==> src/rtl/op_sched_pkg.sv <==
// ============================================================================
// op_sched_pkg : shared widths, types and FSM encoding for op_schedule_ctrl
// Rev 1.0
// ============================================================================
`default_nettype none

package op_sched_pkg;

    localparam int CTRL_W   = 16;
    localparam int NUM_DIMS = 3;

    typedef logic [CTRL_W-1:0] ctrl_var_t;

    typedef enum logic [1:0] {
        ST_IDLE  = 2'd0,
        ST_DELAY = 2'd1,
        ST_RUN   = 2'd2,
        ST_DONE  = 2'd3
    } op_sched_state_t;

endpackage

`default_nettype wire

==> src/rtl/ctrl_loop_counter.sv <==
// ============================================================================
// ctrl_loop_counter : one loop dimension, counts 0..EXTENT-1 on inc
// Rev 1.0
// ============================================================================
`default_nettype none

module ctrl_loop_counter
    import op_sched_pkg::*;
#(
    parameter int EXTENT = 1
) (
    input  logic              clk,
    input  logic              rst_n,
    input  logic              clr,
    input  logic              inc,
    output logic [CTRL_W-1:0] value,
    output logic              wrap
);

    localparam ctrl_var_t c_last = ctrl_var_t'(EXTENT - 1);

    ctrl_var_t r_value;

    // wrap flags "at last value", so the next inc rolls over and carries outward
    assign wrap  = (r_value == c_last);
    assign value = r_value;

    always_ff @(posedge clk or negedge rst_n) begin
        if (!rst_n) begin
            r_value <= '0;
        end else if (clr) begin
            r_value <= '0;
        end else if (inc) begin
            r_value <= wrap ? '0 : r_value + ctrl_var_t'(1);
        end
    end

endmodule

`default_nettype wire

==> src/rtl/op_schedule_ctrl.sv <==
// ============================================================================
// op_schedule_ctrl : affine loop-nest scheduler driving one buffer op port
// Optional feature macro: OP_SCHED_CTRL_STALL_EN (adds the stall input). Rev 1.0
// ============================================================================
`default_nettype none

module op_schedule_ctrl
    import op_sched_pkg::*;
#(
    parameter int EXTENT0     = 1,
    parameter int EXTENT1     = 64,
    parameter int EXTENT2     = 64,
    parameter int START_DELAY = 0,
    parameter int II          = 1
) (
    input  logic              clk,
    input  logic              rst_n,
    input  logic              flush,
`ifdef OP_SCHED_CTRL_STALL_EN
    input  logic              stall,
`endif
    output logic              valid,
    output logic [CTRL_W-1:0] ctrl_vars [NUM_DIMS-1:0],
    output logic              done
);

    localparam ctrl_var_t  c_delay_last = ctrl_var_t'((START_DELAY == 0) ? 0 : START_DELAY - 1);
    localparam logic [7:0] c_ii_last    = 8'(II - 1);
    localparam int         c_extent [NUM_DIMS] = '{EXTENT0, EXTENT1, EXTENT2};

    op_sched_state_t r_state, w_state_nxt;
    ctrl_var_t       r_delay_cnt, w_delay_nxt;
    logic [7:0]      r_ii_cnt, w_ii_nxt;
    logic            r_fire, w_fire_nxt;
    logic            r_valid, w_valid_nxt;
    logic            r_done;
    logic            w_clr, w_inc, w_stall, w_all_last;
    logic [NUM_DIMS-1:0] w_wrap, w_carry;

`ifdef OP_SCHED_CTRL_STALL_EN
    assign w_stall = stall;
`else
    assign w_stall = 1'b0;
`endif

    // innermost dim steps on every issue; outer dims step on the inner wraps
    assign w_carry[2]  = w_inc;
    assign w_carry[1]  = w_inc & w_wrap[2];
    assign w_carry[0]  = w_inc & w_wrap[2] & w_wrap[1];
    assign w_all_last  = &w_wrap;

    for (genvar d = 0; d < NUM_DIMS; d++) begin : g_dim
        ctrl_loop_counter #(
            .EXTENT (c_extent[d])
        ) u_cnt (
            .clk   (clk),
            .rst_n (rst_n),
            .clr   (w_clr),
            .inc   (w_carry[d]),
            .value (ctrl_vars[d]),
            .wrap  (w_wrap[d])
        );
    end

    // r_fire marks an issue slot and survives a stall; r_valid is the masked copy
    always_comb begin
        w_state_nxt = r_state;
        w_delay_nxt = r_delay_cnt;
        w_ii_nxt    = r_ii_cnt;
        w_fire_nxt  = 1'b0;
        w_valid_nxt = 1'b0;
        w_clr       = 1'b0;
        w_inc       = 1'b0;
        if (flush) begin
            w_clr       = 1'b1;
            w_delay_nxt = '0;
            w_ii_nxt    = '0;
            if (START_DELAY == 0) begin
                w_state_nxt = ST_RUN;
                w_fire_nxt  = 1'b1;
            end else begin
                w_state_nxt = ST_DELAY;
            end
            w_valid_nxt = w_fire_nxt;
        end else if (w_stall) begin
            w_fire_nxt = r_fire;
        end else begin
            case (r_state)
                ST_DELAY: begin
                    if (r_delay_cnt == c_delay_last) begin
                        w_state_nxt = ST_RUN;
                        w_fire_nxt  = 1'b1;
                        w_ii_nxt    = '0;
                    end else begin
                        w_delay_nxt = r_delay_cnt + ctrl_var_t'(1);
                    end
                end
                ST_RUN: begin
                    if (r_fire && w_all_last) begin
                        w_state_nxt = ST_DONE;
                    end else begin
                        w_ii_nxt = (r_ii_cnt == c_ii_last) ? 8'd0 : r_ii_cnt + 8'd1;
                        if (w_ii_nxt == 8'd0) begin
                            w_fire_nxt = 1'b1;
                            w_inc      = 1'b1;
                        end
                    end
                end
                default: ;
            endcase
            w_valid_nxt = w_fire_nxt;
        end
    end

    always_ff @(posedge clk or negedge rst_n) begin
        if (!rst_n) begin
            r_state     <= ST_IDLE;
            r_delay_cnt <= '0;
            r_ii_cnt    <= '0;
            r_fire      <= 1'b0;
            r_valid     <= 1'b0;
            r_done      <= 1'b0;
        end else begin
            r_state     <= w_state_nxt;
            r_delay_cnt <= w_delay_nxt;
            r_ii_cnt    <= w_ii_nxt;
            r_fire      <= w_fire_nxt;
            r_valid     <= w_valid_nxt;
            r_done      <= (w_state_nxt == ST_DONE);
        end
    end

    assign valid = r_valid;
    assign done  = r_done;

endmodule

`default_nettype wire

==> config.mk <==
export PLATFORM = sky130hd
export DESIGN_NAME = op_schedule_ctrl
export DESIGN_NICKNAME = d
export VERILOG_FILES = /design/src/rtl/op_sched_pkg.sv /design/src/rtl/ctrl_loop_counter.sv /design/src/rtl/op_schedule_ctrl.sv
export SDC_FILE = /design/constraint.sdc
export NUM_CORES = 1
export LEC_CHECK = 0
export BUFFER_PORTS_ARGS = -buffer_cell sky130_fd_sc_hd__buf_2
export CAP_MARGIN = 10
export CORE_MARGIN = 2
export CORE_UTILIZATION = 59
export DETAILED_ROUTE_END_ITERATION = 10
export HOLD_SLACK_MARGIN = 0.08
export PLACE_DENSITY = 0.79
export SLEW_MARGIN = 40
export SYNTH_ARGS = -nofsm -noshare
export SYNTH_HDL_FRONTEND = slang
export SYNTH_SLANG_ARGS = --single-unit
==> constraint.sdc <==
create_clock -name clk -period 3.7 [get_ports clk]
set_clock_uncertainty 0.2 [all_clocks]
set_input_delay 0.37 -clock clk [delete_from_list [all_inputs] [get_ports clk]]
set_output_delay 0.37 -clock clk [all_outputs]
set_load 0.1 [all_outputs]
After elaboration in Yosys (flattened, before gate mapping)
Cells that the tools add are included.
{"block": "totals", "register_bits": 76, "word_cells": 65}
{"block": "op_classes", "add_sub_neg": 5, "eq_ne": 8, "muxes": 29, "n_bitwise": 2, "reduce_logical": 13}
{"cell": "16-bit 2-to-1 mux", "count": 12}
{"cell": "16-bit by 1-bit adder with 16-bit output, second input constant", "count": 4}
{"cell": "16-bit by 6-bit equality test with 1-bit output, second input constant", "count": 2}
{"cell": "16-bit logical NOT", "count": 2}
{"cell": "8-bit 2-to-1 mux", "count": 4}
{"cell": "8-bit logical NOT", "count": 2}
{"cell": "8-bit case mux with 2 select lines", "count": 1}
{"cell": "8-bit by 1-bit adder with 8-bit output, second input constant", "count": 1}
{"cell": "2-bit nonzero test", "count": 4}
{"cell": "1-bit 2-to-1 mux", "count": 7}
{"cell": "2-bit 2-to-1 mux", "count": 3}
{"cell": "3-bit != test, second input constant", "count": 2}
{"cell": "3-bit AND reduction", "count": 2}
{"cell": "2-bit equality test, second input constant", "count": 2}
{"cell": "2-bit case mux with 2 select lines", "count": 1}
{"cell": "3-bit nonzero test", "count": 1}
{"cell": "1-bit bitwise AND", "count": 2}
{"cell": "2-bit by 1-bit equality test with 1-bit output, second input constant", "count": 1}
{"cell": "2-bit != test, second input constant", "count": 1}
{"cell": "1-bit case mux with 2 select lines", "count": 1}
{"cell": "2-bit AND reduction", "count": 1}
{"cell": "1-bit logical AND", "count": 1}

Depth between registers and ports, before layout
{"block": "logic_depth", "word_depth": 11, "ltp_mapped": 10}

Cells and area by module
From an unflattened synthesis, not the netlist that was laid out.
{"block": "hier_totals", "hier_cells": 483, "hier_area_um2": 4491.8}
{"module": "op_schedule_ctrl", "instances": 1, "cells_per_inst": 202, "area_each_um2": 1829.3}
{"module": "ctrl_loop_counter (g_dim[1].u_cnt ...)", "instances": 2, "cells_per_inst": 92, "area_each_um2": 872.1}
{"module": "ctrl_loop_counter (g_dim[0].u_cnt)", "instances": 1, "cells_per_inst": 97, "area_each_um2": 918.4}

Least setup slack after synthesis
No wires, ideal clock.
{"block": "synth_timing", "path_type": "reg-to-reg", "from": "register g_dim[1].u_cnt.r_value[0]", "to": "register r_ii_cnt[2]", "setup_time_ps": 126, "t_arrival_ps": 3209, "setup_slack_ps": 165, "path_stages_with_launch": 8, "n_path_buf": 0, "period_less_slack_ps": 3535, "path_cell_list": "dfrtp_1 -> ha_1 -> or4bb_1 -> or4_2 -> or4_1 -> nand4_2 -> nor3b_1 -> a221o_1"}
{"block": "synth_between", "elab_chain_len": 5}
{"element": "start, declared", "line": "ctrl_loop_counter.sv:22", "source": "ctrl_var_t r_value;"}
{"element": "start signal, assigned", "line": "ctrl_loop_counter.sv:34", "source": "r_value <= wrap ? '0 : r_value + ctrl_var_t'(1);"}
{"element": "16-bit by 6-bit equality test with 1-bit output", "line": "ctrl_loop_counter.sv:25", "source": "assign wrap = (r_value == c_last);"}
{"element": "3-bit AND reduction", "line": "op_schedule_ctrl.sv:50", "source": "assign w_all_last = &w_wrap;"}
{"element": "1-bit logical AND", "line": "op_schedule_ctrl.sv:99", "source": "if (r_fire && w_all_last) begin"}
{"element": "3-bit != test (no line)"}
{"element": "3-bit AND reduction (no line)"}
{"element": "end signal, assigned", "line": "op_schedule_ctrl.sv:126", "source": "r_ii_cnt <= w_ii_nxt;"}
{"element": "end, declared", "line": "op_schedule_ctrl.sv:33", "source": "logic [7:0] r_ii_cnt, w_ii_nxt;"}
No other way between the ends.
A chain may end at the register's enable or synchronous reset.

Final worst setup path
{"block": "layout_timing", "from": "register g_dim[1].u_cnt.r_value[12]", "to": "register g_dim[0].u_cnt.r_value[11]"}
{"block": "layout_between", "elab_chain_len": 9}
{"element": "16-bit by 6-bit equality test with 1-bit output *", "line": "ctrl_loop_counter.sv:25"}
{"element": "3-bit AND reduction", "line": "op_schedule_ctrl.sv:50"}
{"element": "1-bit logical AND", "line": "op_schedule_ctrl.sv:99"}
{"element": "1-bit 2-to-1 mux", "line": "op_schedule_ctrl.sv:99"}
{"element": "1-bit 2-to-1 mux", "line": "op_schedule_ctrl.sv:88", "source": "case (r_state)"}
{"element": "1-bit 2-to-1 mux", "line": "op_schedule_ctrl.sv:74", "source": "if (flush) begin"}
{"element": "1-bit bitwise AND", "line": "op_schedule_ctrl.sv:49", "source": "assign w_carry[0] = w_inc & w_wrap[2] & w_wrap[1];"}
{"element": "1-bit bitwise AND *", "line": "op_schedule_ctrl.sv:49"}
{"element": "2-bit nonzero test (no line) *"}
{"element": "end signal, assigned", "line": "ctrl_loop_counter.sv:34"}
{"element": "end, declared", "line": "ctrl_loop_counter.sv:22"}
Mark *: on every way between the ends. The rest lies on a longest branch, timed or not.

==> out/metrics.cfg <==
[status]
status=completed

[timing]
tightest_slew_ns=0.7700
fin_ws_ns=0.5489
fin_tns_setup_ns=0
drv_slew=0
layout_min_cycle_time_ns=3.151
slew_headroom=0.4867
rsz0062_at_grt=false
hold_violations=0
setup_viol=0
timing.hold.ws_ns=0.2315
fmax_mhz=317.4
fin_crit_sh=0.8516

[clock_tree]
clock_latency_ns=0.35
ctsHoldBuffers=1
clkSlewWorstSetupHoldPaths_ns=0.08
post-cts-setup-buffers=0
h-tree-depth=3
cts_resized=0
cts_buffers=9
ctsRootBufferMaster=clkbuf_8
cts.path.max_buffers=2
cts_tree=built
cts_sinks=76

[power_and_ir_drop]
p_switching_mw=0.5909
p_per_area_nw_per_um2=356.7
p_comb_frac=0.189
seqPwrFrac=0.486
p_int_mw=1.227
clock_power_share=0.326
p_leak_nw=2.252
switching_share=0.3250
peakVddDrop_mv=0.3161

[placement]
place_area_um2=4915
place_congestion=0.9258
io_buffer_count=52
dp_hpwl_um=7389
place_ws_ns=0.5818

[setup_path]
path_class=reg2reg
reg2reg_slack_ns=0.55
worstReg2RegStart=g_dim[1].u_cnt.value[12]
end_kind=register
start_kind=register
ff2ff_path_depth=6
regToRegEndpoint=g_dim[0].u_cnt.value[11]
critPathRequiredTime_ns=3.78
worstPathMaxFanout=13
cp-endpoint=g_dim[0].u_cnt.value[11]
cp.arrival_ns=3.23
startpoint=g_dim[1].u_cnt.value[12]

[drt]
drtPass1Iterations=4
vias_per_cell=6.204
drtIter0Drc=288
drt-total-wl_um=10500
drc_errors=0
vias=4225
antenna_left=0
wl_per_cell_um=15.41

[die]
die_area_um2=8462
start_util=0.6005
design.core.area_um2=7607
ios=53
rows=32
die_w_um=91.99
die_y_um=91.99

[global_route]
grt_max_degree=77
grtUsageTotal=0.2646
first_global_vias=3928
grt_antenna_before_repair=0
grt_pass1_wl_um=18240
grt_remaining_overflow=0

[logic_synthesis]
ys_warn_count=0
synth_edf_count=0
ys_types=63
syn_inst=524
ys_seq_area_frac=0.4163
netlist_area_um2=4568
async_flop_share=1.000
ys.flop_type=dfrtp_1
synth.net_count=538
syn_area_per_cell_um2=8.718
ys_ff_latch=76

[hold_path]
holdPathStages=3
hp-class=in2reg

[finish]
final_area_um2=5096
area_growth_syn_to_layout_pct=11.56
drive_gt1_frac=0.1589
nNetsFinal=590
diodes=0

[job]
timing.max_cap.violations=0

[synth_stat cells (8+ instances only)]
| library cell | n | area, µm² |
|---|---|---|
| nor4_1 | 9 | 56.30 |
| a21oi_1 | 31 | 155.2 |
| nand3_1 | 33 | 165.2 |
| or3_1 | 20 | 125.1 |
| nor2_1 | 43 | 161.4 |
| dfrtp_1 | 76 | 1902 |
| or4_1 | 20 | 150.1 |
| inv_1 | 33 | 123.9 |
| o21ai_0 | 33 | 165.2 |
| nand4_1 | 12 | 75.07 |
| or2_2 | 8 | 50.05 |
| xnor2_1 | 8 | 70.07 |
| nand2_1 | 48 | 180.2 |
| and3_1 | 10 | 62.56 |
| a21o_1 | 8 | 60.06 |
| ha_1 | 11 | 137.6 |
| o31ai_1 | 19 | 142.6 |
| nor3_1 | 14 | 70.07 |
[power groups by stage]
stage / logic (mW) / registers (mW) / clock network [mW]
global placement: 0.333 / 0.899 / 0
finish: 0.343 / 0.883 / 0.592
CTS: 0.344 / 0.883 / 0.599
floorplan: 0.120 / 1.04 / 0
detailed placement: 0.342 / 0.899 / 0
global route: 0.368 / 0.888 / 0.638
[area by class of cell]
| class | count | area [µm²] |
|---|---|---|
| clock inverters | 3 | 40.04 |
| multi-input cells | 401 | 2480 |
| flip-flops and latches | 76 | 1902 |
| clock buffers | 11 | 131.4 |
| well taps | 102 | 127.6 |
| repair buffers | 55 | 291.5 |
| fillers | 619 | 2511 |
| inverters | 33 | 123.9 |
[logic make-up (layout without fill, tap and decap cells)]
| group | Yosys count | in the layout | synth area share |
|---|---|---|---|
| mux | 4 | 4 | 0.009039 |
| flops | 76 | 76 | 0.4163 |
| fa+ha+maj | 11 | 11 | 0.03013 |
| xor+xnor | 15 | 15 | 0.02876 |
| simple gates | 250 | 250 | 0.3092 |
| compound gates | 121 | 121 | 0.1638 |
| buf+inv | 47 | 102 | 0.04273 |
[how the worst min path moves through the flow]
stage | start | end
4_1_cts | flush | valid
2_1_floorplan | rst_n | done
5_1_grt | flush | valid
3_3_place_gp | r_delay_cnt[15] | r_delay_cnt[15]
6_report | flush | valid
3_5_place_dp | rst_n | r_delay_cnt[11]
[flip-flops by register name (all words and copies together) (netlist names)]
signal,count
done,1
r_state,2
r_delay_cnt,16
r_ii_cnt,8
g_dim.u_cnt.value,48
valid,1
[critical path, stage by stage (launching register included)]
cell and delay (ns):
dfrtp_1 0.45, or4_4 0.60, nor4_4 0.32, nand4_1 0.23, or4b_4 0.69, or4_1 0.43, a21oi_1 0.15
[metrics by stage]
| step | std cells | utilization | total power [mW] |
|---|---|---|---|
| detailed placement | 666 | 0.6461 | 1.242 |
| global route | 681 | 0.6699 | 1.894 |
| floorplan | 524 | - | 1.157 |
| CTS | 681 | 0.6699 | 1.827 |
| finish | 681 | 0.6699 | 1.818 |
| global placement | 666 | 0.6444 | 1.232 |
[per-layer routing]
layer / track usage / wire length [µm] / part of all wire / up-vias
met2: 0.4308 / 5145 / 0.49 / 101
met4: 0.09080 / 174 / 0.017 / 0
met1: 0.3633 / 4794 / 0.46 / 2064
li1: - / - / - / 2043
met3: 0.04108 / 380 / 0.036 / 17
met5: 0 / 0 / 0 / -
[cells in the final DEF (no fill, tap or decap), types with 2 or more instances in the layout]
master,synthesis,final
or4_1,20,20
buf_4,0,2
or2_2,8,8
or3_1,20,20
nor4_1,9,9
clkbuf_8,0,9
o21a_1,3,3
inv_1,33,33
nor3b_1,3,3
o211ai_1,2,2
and4_1,3,3
a31oi_1,7,7
ha_1,11,11
nor4_4,2,2
mux2i_1,3,3
o21ai_0,33,33
clkinv_2,0,2
nand3_1,33,33
or4bb_1,2,2
nand2_1,48,48
xor2_1,7,7
a21o_1,8,8
xnor2_1,8,8
o31ai_1,19,19
and3_1,10,10
nor2b_1,3,3
nand4_1,12,12
buf_2,3,51
nand2b_1,2,2
dfrtp_1,76,76
clkbuf_1,7,2
a21oi_1,31,31
nor3_1,14,13
and2_1,4,4
o21ai_1,4,3
nor2_1,43,43
or4_4,2,2
Note: power is estimated with default switching activity, not from simulation.
